===== config.mk =====
export PLATFORM = sky130hd
export DESIGN_NAME = rx_top_module
export DESIGN_NICKNAME = d
export VERILOG_FILES = /design/src/rtl/uart_rx_pkg.sv /design/src/rtl/rx_bit_shifter.sv /design/src/rtl/rx_top_module.sv
export SDC_FILE = /design/constraint.sdc
export NUM_CORES = 1
export LEC_CHECK = 0
export ABC_AREA = 1
export ABC_CLOCK_PERIOD_IN_PS = 910
export BUFFER_PORTS_ARGS = -buffer_cell sky130_fd_sc_hd__clkbuf_2
export CAP_MARGIN = 20
export CORE_ASPECT_RATIO = 1.25
export CORE_MARGIN = 4
export CORE_UTILIZATION = 41
export CTS_BUF_LIST = sky130_fd_sc_hd__clkbuf_8
export DETAILED_ROUTE_END_ITERATION = 16
export GPL_TIMING_DRIVEN = 0
export MAX_ROUTING_LAYER = met4
export PLACE_DENSITY = 0.61
export SKIP_CTS_REPAIR_TIMING = 1
export SLEW_MARGIN = 20
export SYNTH_ARGS = -nofsm -noshare
export SYNTH_HDL_FRONTEND = slang
export SYNTH_SLANG_ARGS = --single-unit

===== constraint.sdc =====
create_clock -name clk -period 0.91 [get_ports clk]
set_input_delay 0.0455 -clock clk [delete_from_list [all_inputs] [get_ports clk]]
set_output_delay 0.0455 -clock clk [all_outputs]
set_load 0.02 [all_outputs]

===== src/rtl/uart_rx_pkg.sv =====
// -----------------------------------------------------------------------------
// uart_rx_pkg
// Shared definitions for the UART receiver slice:
//   - rx_state_t      : receiver FSM states (IDLE, DATA, STOP)
//   - DEFAULT_DATAWIDTH : default number of data bits per frame
//   - cnt_width()     : bit-counter width for a given data width; the counter
//                       must be able to hold DATAWIDTH itself without wrapping
// -----------------------------------------------------------------------------
package uart_rx_pkg;

    typedef enum logic [1:0] {
        IDLE = 2'd0,
        DATA = 2'd1,
        STOP = 2'd2
    } rx_state_t;

    localparam int DEFAULT_DATAWIDTH = 8;

    function automatic int cnt_width(input int data_width);
        return $clog2(data_width + 1);
    endfunction

endpackage : uart_rx_pkg


===== src/rtl/rx_bit_shifter.sv =====
// -----------------------------------------------------------------------------
// rx_bit_shifter
// Receive shift register plus bit counter.
//   clk        : rising-edge clock
//   rst        : synchronous active-low reset (clears register and counter)
//   clear      : zero the bit counter (start of a new frame)
//   shift      : shift serial_in into the MSB (right shift), count one bit
//   serial_in  : sampled UART line
//   shift_data : current shift-register contents
//   bit_cnt    : number of data bits shifted in since the last clear
// With neither clear nor shift asserted, everything holds.
// -----------------------------------------------------------------------------
module rx_bit_shifter
    import uart_rx_pkg::*;
#(
    parameter int DATAWIDTH = DEFAULT_DATAWIDTH,
    parameter int CNT_W     = cnt_width(DATAWIDTH)
) (
    input  logic                 clk,
    input  logic                 rst,
    input  logic                 clear,
    input  logic                 shift,
    input  logic                 serial_in,
    output logic [DATAWIDTH-1:0] shift_data,
    output logic [CNT_W-1:0]     bit_cnt
);

    logic [DATAWIDTH-1:0] sr_reg;
    logic [CNT_W-1:0]     cnt_reg;

    // LSB-first framing: each new bit enters at the MSB and the older bits
    // move one place toward bit 0, so after DATAWIDTH shifts the first
    // received bit sits in bit 0.
    genvar gi;
    generate
        for (gi = 0; gi < DATAWIDTH; gi++) begin : g_sr
            if (gi == DATAWIDTH - 1) begin : g_msb
                always_ff @(posedge clk) begin
                    if (!rst) begin
                        sr_reg[gi] <= 1'b0;
                    end else if (shift) begin
                        sr_reg[gi] <= serial_in;
                    end
                end
            end else begin : g_low
                always_ff @(posedge clk) begin
                    if (!rst) begin
                        sr_reg[gi] <= 1'b0;
                    end else if (shift) begin
                        sr_reg[gi] <= sr_reg[gi+1];
                    end
                end
            end
        end
    endgenerate

    always_ff @(posedge clk) begin
        if (!rst) begin
            cnt_reg <= '0;
        end else if (clear) begin
            cnt_reg <= '0;
        end else if (shift) begin
            cnt_reg <= cnt_reg + 1'b1;
        end
    end

    assign shift_data = sr_reg;
    assign bit_cnt    = cnt_reg;

endmodule : rx_bit_shifter


===== src/rtl/rx_top_module.sv =====
// -----------------------------------------------------------------------------
// rx_top_module
// UART receiver: 1 start bit, DATAWIDTH data bits LSB first, 1 stop bit.
//   clk       : rising-edge clock
//   rst       : synchronous active-low reset
//   serial_in : UART line (already synchronised, idle high)
//   bit_enb   : bit-rate strobe; one line sample per clock with bit_enb=1
//   RX_DATA   : last accepted data word (registered, held between frames)
//   RX_DONE   : one-clock pulse, the clock after the stop-bit sample
// Build option: define RX_FRAME_CHECK_EN to discard frames whose stop-bit
// sample is 0. Without it, the stop-bit sample is ignored.
// -----------------------------------------------------------------------------
module rx_top_module
    import uart_rx_pkg::*;
#(
    parameter int DATAWIDTH = DEFAULT_DATAWIDTH
) (
    input  logic                 clk,
    input  logic                 rst,
    input  logic                 serial_in,
    input  logic                 bit_enb,
    output logic [DATAWIDTH-1:0] RX_DATA,
    output logic                 RX_DONE
);

    localparam int CNT_W = cnt_width(DATAWIDTH);
    localparam logic [CNT_W-1:0] LAST_CNT = CNT_W'(DATAWIDTH - 1);

    rx_state_t            state_reg;
    logic [DATAWIDTH-1:0] rx_data_reg;
    logic                 rx_done_reg;

    logic                 clear;
    logic                 shift;
    logic                 stop_ok;
    logic [DATAWIDTH-1:0] shift_data;
    logic [CNT_W-1:0]     bit_cnt;

    // Shifter controls must act on the same edge as the FSM decision,
    // so they are decoded combinationally from the current state.
    always_comb begin
        clear = 1'b0;
        shift = 1'b0;
        if (bit_enb) begin
            case (state_reg)
                IDLE:    clear = ~serial_in;
                DATA:    shift = 1'b1;
                default: ;
            endcase
        end
    end

`ifdef RX_FRAME_CHECK_EN
    assign stop_ok = serial_in;
`else
    assign stop_ok = 1'b1;
`endif

    rx_bit_shifter #(
        .DATAWIDTH (DATAWIDTH),
        .CNT_W     (CNT_W)
    ) u_shifter (
        .clk        (clk),
        .rst        (rst),
        .clear      (clear),
        .shift      (shift),
        .serial_in  (serial_in),
        .shift_data (shift_data),
        .bit_cnt    (bit_cnt)
    );

    always_ff @(posedge clk) begin
        if (!rst) begin
            state_reg   <= IDLE;
            rx_data_reg <= '0;
            rx_done_reg <= 1'b0;
        end else begin
            rx_done_reg <= 1'b0;
            if (bit_enb) begin
                case (state_reg)
                    IDLE: begin
                        if (!serial_in) begin
                            state_reg <= DATA;
                        end
                    end
                    DATA: begin
                        // bit_cnt still shows the count before this sample
                        if (bit_cnt == LAST_CNT) begin
                            state_reg <= STOP;
                        end
                    end
                    STOP: begin
                        state_reg <= IDLE;
                        if (stop_ok) begin
                            rx_data_reg <= shift_data;
                            rx_done_reg <= 1'b1;
                        end
                    end
                    default: state_reg <= IDLE;
                endcase
            end
        end
    end

    assign RX_DATA = rx_data_reg;
    assign RX_DONE = rx_done_reg;

endmodule : rx_top_module


==> flow_summary_export.csv <==
group,metric,value,unit
outcome,outcome,"finished with violations",
outcome,violations,"setup timing",
power_and_ir_drop,p_int,0.00139,W
layout,register_area,468,um2
grt,grt_pass1_vias,721,
clock_network,cts-htree-levels,1,
grt,use_met3,0.0246,
layout,final_layout_size_suffix_gt1_frac,0.310,
logic_synthesis,yosysTopAreaCellShare,0.509,
floorplanning,initial_utilization,0.441,
layout,antennaDiodeCount,0,
clock_network,cts_buffers,3,
power_and_ir_drop,swShare,0.233,
logic_synthesis,ys.flop_type,"dfxtp_1",
critical_path,setup.worst_path.class,"flop to flop",
routing,antenna_left,0,
power_and_ir_drop,finalPower,0.00181,W
logic_synthesis,seq_area_frac_synth,0.509,
floorplanning,ioPinCount,13,
logic_synthesis,syn_nets,113,
sta,max_freq,966,MHz
place,gp_congestion,0.765,
clock_network,clock_latency,260,ps
logic_synthesis,synth_top_cell_by_area,"dfxtp_1",
sta,layout_setup_ws,-125,ps
sta,post-route-min-period,1030,ps
routing,drtIter0Drc,7,
clock_network,cts_tree,"yes",
power_and_ir_drop,p_leak,0.437,nW
logic_synthesis,ys_warn_count,0,
critical_path,path_max_fanout,9,
logic_synthesis,ys_top_cells_by_area,"dfxtp_1 51%, a21oi_1 8.9%, nand2_1 7.1%, o21ai_0 6.1%, nor2_1 4.1%",
grt,grt.total_usage,0.129,
grt,grt_pass1_wl,2890,um
sta,fin_skew,4.42,ps
grt,met2_usage,0.224,
place,dpl.hpwl,1230,um
layout,fin_util,0.536,
sta,hold_violations,0,
layout,area_delta_synth_final,21.4,%
routing,drt-pass1-iter-count,4,
floorplanning,dieArea,3030,um2
logic_synthesis,synth_cell_types,22,
grt,top_usage_layer,"met2",
clock_network,cts_root_buf,"clkbuf_8",
routing,drcViolationCount,0,
floorplanning,dieWidth,50.0,um
critical_path,cp-end-kind,"flop",
layout,nFillCells,200,
floorplanning,core,2050,um2
critical_path,critPathLaunchType,"flop",
clock_network,clkSlewWorstSetupHoldPaths,80,ps
sta,worstMarginPinSlew,174,ps
min_path,holdPathStages,3,
sta,drv_slew,0,
critical_path,cp.required,1100,ps
power_and_ir_drop,p_comb_frac,0.087,
place,placed_cell_area,1010,um2
power_and_ir_drop,switchingPower,0.000423,W
routing,avgRoutedWirePerCell,11.3,um
grt,grt_max_degree,13,
grt,overflow,0,
power_and_ir_drop,p_clk_frac,0.334,
sta,tns,-2000,ps
sta,timing.hold.ws,73.2,ps
routing,wirelength,1760,um
power_and_ir_drop,seqPwrFrac,0.579,
grt,gr-usage-met1,0.133,
clock_network,clock_path_buffers,2,
logic_synthesis,synthArstFlopShare,0,
clock_network,cts_sinks,23,
floorplanning,num_rows,18,
grt,antenna_found_initial,0,
layout,multi_input_area,397,um2
logic_synthesis,synth-edff-count,0,
sta,rsz0062_at_grt,"yes",
floorplanning,chipHeight,60.5,um
logic_synthesis,synthCells,108,
place,io_buffers,12,
power_and_ir_drop,ir_drop,0.910,mV
power_and_ir_drop,p_per_area,1650,nW/um2
run,cap_violations,0,
critical_path,arrival,1230,ps
layout,finalInstanceArea,1100,um2
logic_synthesis,ys_ff_latch,23,
routing,via_count,756,
logic_synthesis,syn_area_per_cell,8.38,um2
critical_path,r2r_cells,5,
layout,final_nets,132,
logic_synthesis,syn_area,905,um2
routing,vias_per_cell,4.85,
sta,setup_viol,22,
sta,fin_crit_sh,1.14,
min_path,hold_class,"input pin to flop",
sta,max-slew-margin-rel,0.884,
metrics by stage:
step / worst slack [ps] / cells
after floorplan: -64.1 / 108
after global placement: -135 / 150
after detailed placement: -155 / 150
after CTS: -164 / 154
after global routing: -215 / 156
final: -125 / 156
logic make-up (layout without fill, tap and decap cells):
group / after synthesis / in the layout / synth area share
simple gates: 35 / 35 / 0.178
compound gates: 34 / 34 / 0.205
flops: 23 / 23 / 0.509
buf+inv: 14 / 32 / 0.0844
fa+ha+maj: 1 / 1 / 0.0138
xor+xnor: 1 / 1 / 0.00968
cell usage in the layout (no fill, tap or decap), drive strengths merged:
cell type  count
a21oi         18
dfxtp         23
nor2          11
clkbuf        16
buf            4
nand3          4
or2            1
ha             1
xor2           1
nand2         18
clkinv         1
o21ai         16
inv           11
nand4          1
power groups by stage:
stage	registers, W	logic (W)	clock network (W)
6_report	0.00105	0.000158	0.000605
5_1_grt	0.00105	0.000177	0.000659
4_1_cts	0.00105	0.000147	0.000621
3_5_place_dp	0.00108	0.000146	0
3_3_place_gp	0.00107	0.000143	0
2_1_floorplan	0.00108	0.0000979	0
worst max-delay path, stage by stage (launching register included):
cell	delay [ps]
dfxtp_2	350
inv_2	60
nor2_4	120
nand2_4	110
or2_0	210
a21oi_1	120
cell usage after synthesis, types with 2 or more instances:
cell type / n
a21oi_1: 16
a21oi_2: 2
dfxtp_1: 23
inv_1: 8
inv_2: 2
nand2_1: 17
nand3_1: 3
nor2_1: 10
o21ai_0: 11
o21ai_1: 3
o21ai_2: 2
metal layers:
layer,part of all wire,routed length (um),vias up
met4,0.024,42,0
met5,0,0,-
met1,0.42,734,345
met2,0.52,912,12
met3,0.039,68,5
li1,-,-,394
area by class of cell:
cell class                      count  share of cell area
Buffer                              3              0.0308
Tap cell                           30              0.0342
Inverter                           11              0.0410
Clock inverter                      1             0.00342
Clock buffer                        3              0.0376
Multi-Input combinational cell     71               0.361
Timing Repair Buffer               14              0.0661
Sequential cell                    23               0.426
worst paths after layout:
| path | start | to | slack, ps |
|---|---|---|---|
| setup / recovery | state_reg[0] | u_shifter.bit_cnt[0] | -120 |
| hold / removal | rst | u_shifter.shift_data[2] | 70 |
| setup reg to reg | state_reg[0] | u_shifter.bit_cnt[0] | -120 |
| hold reg to reg | u_shifter.bit_cnt[3] | u_shifter.bit_cnt[3] | 480 |
Power figures use the tool's default switching activity.
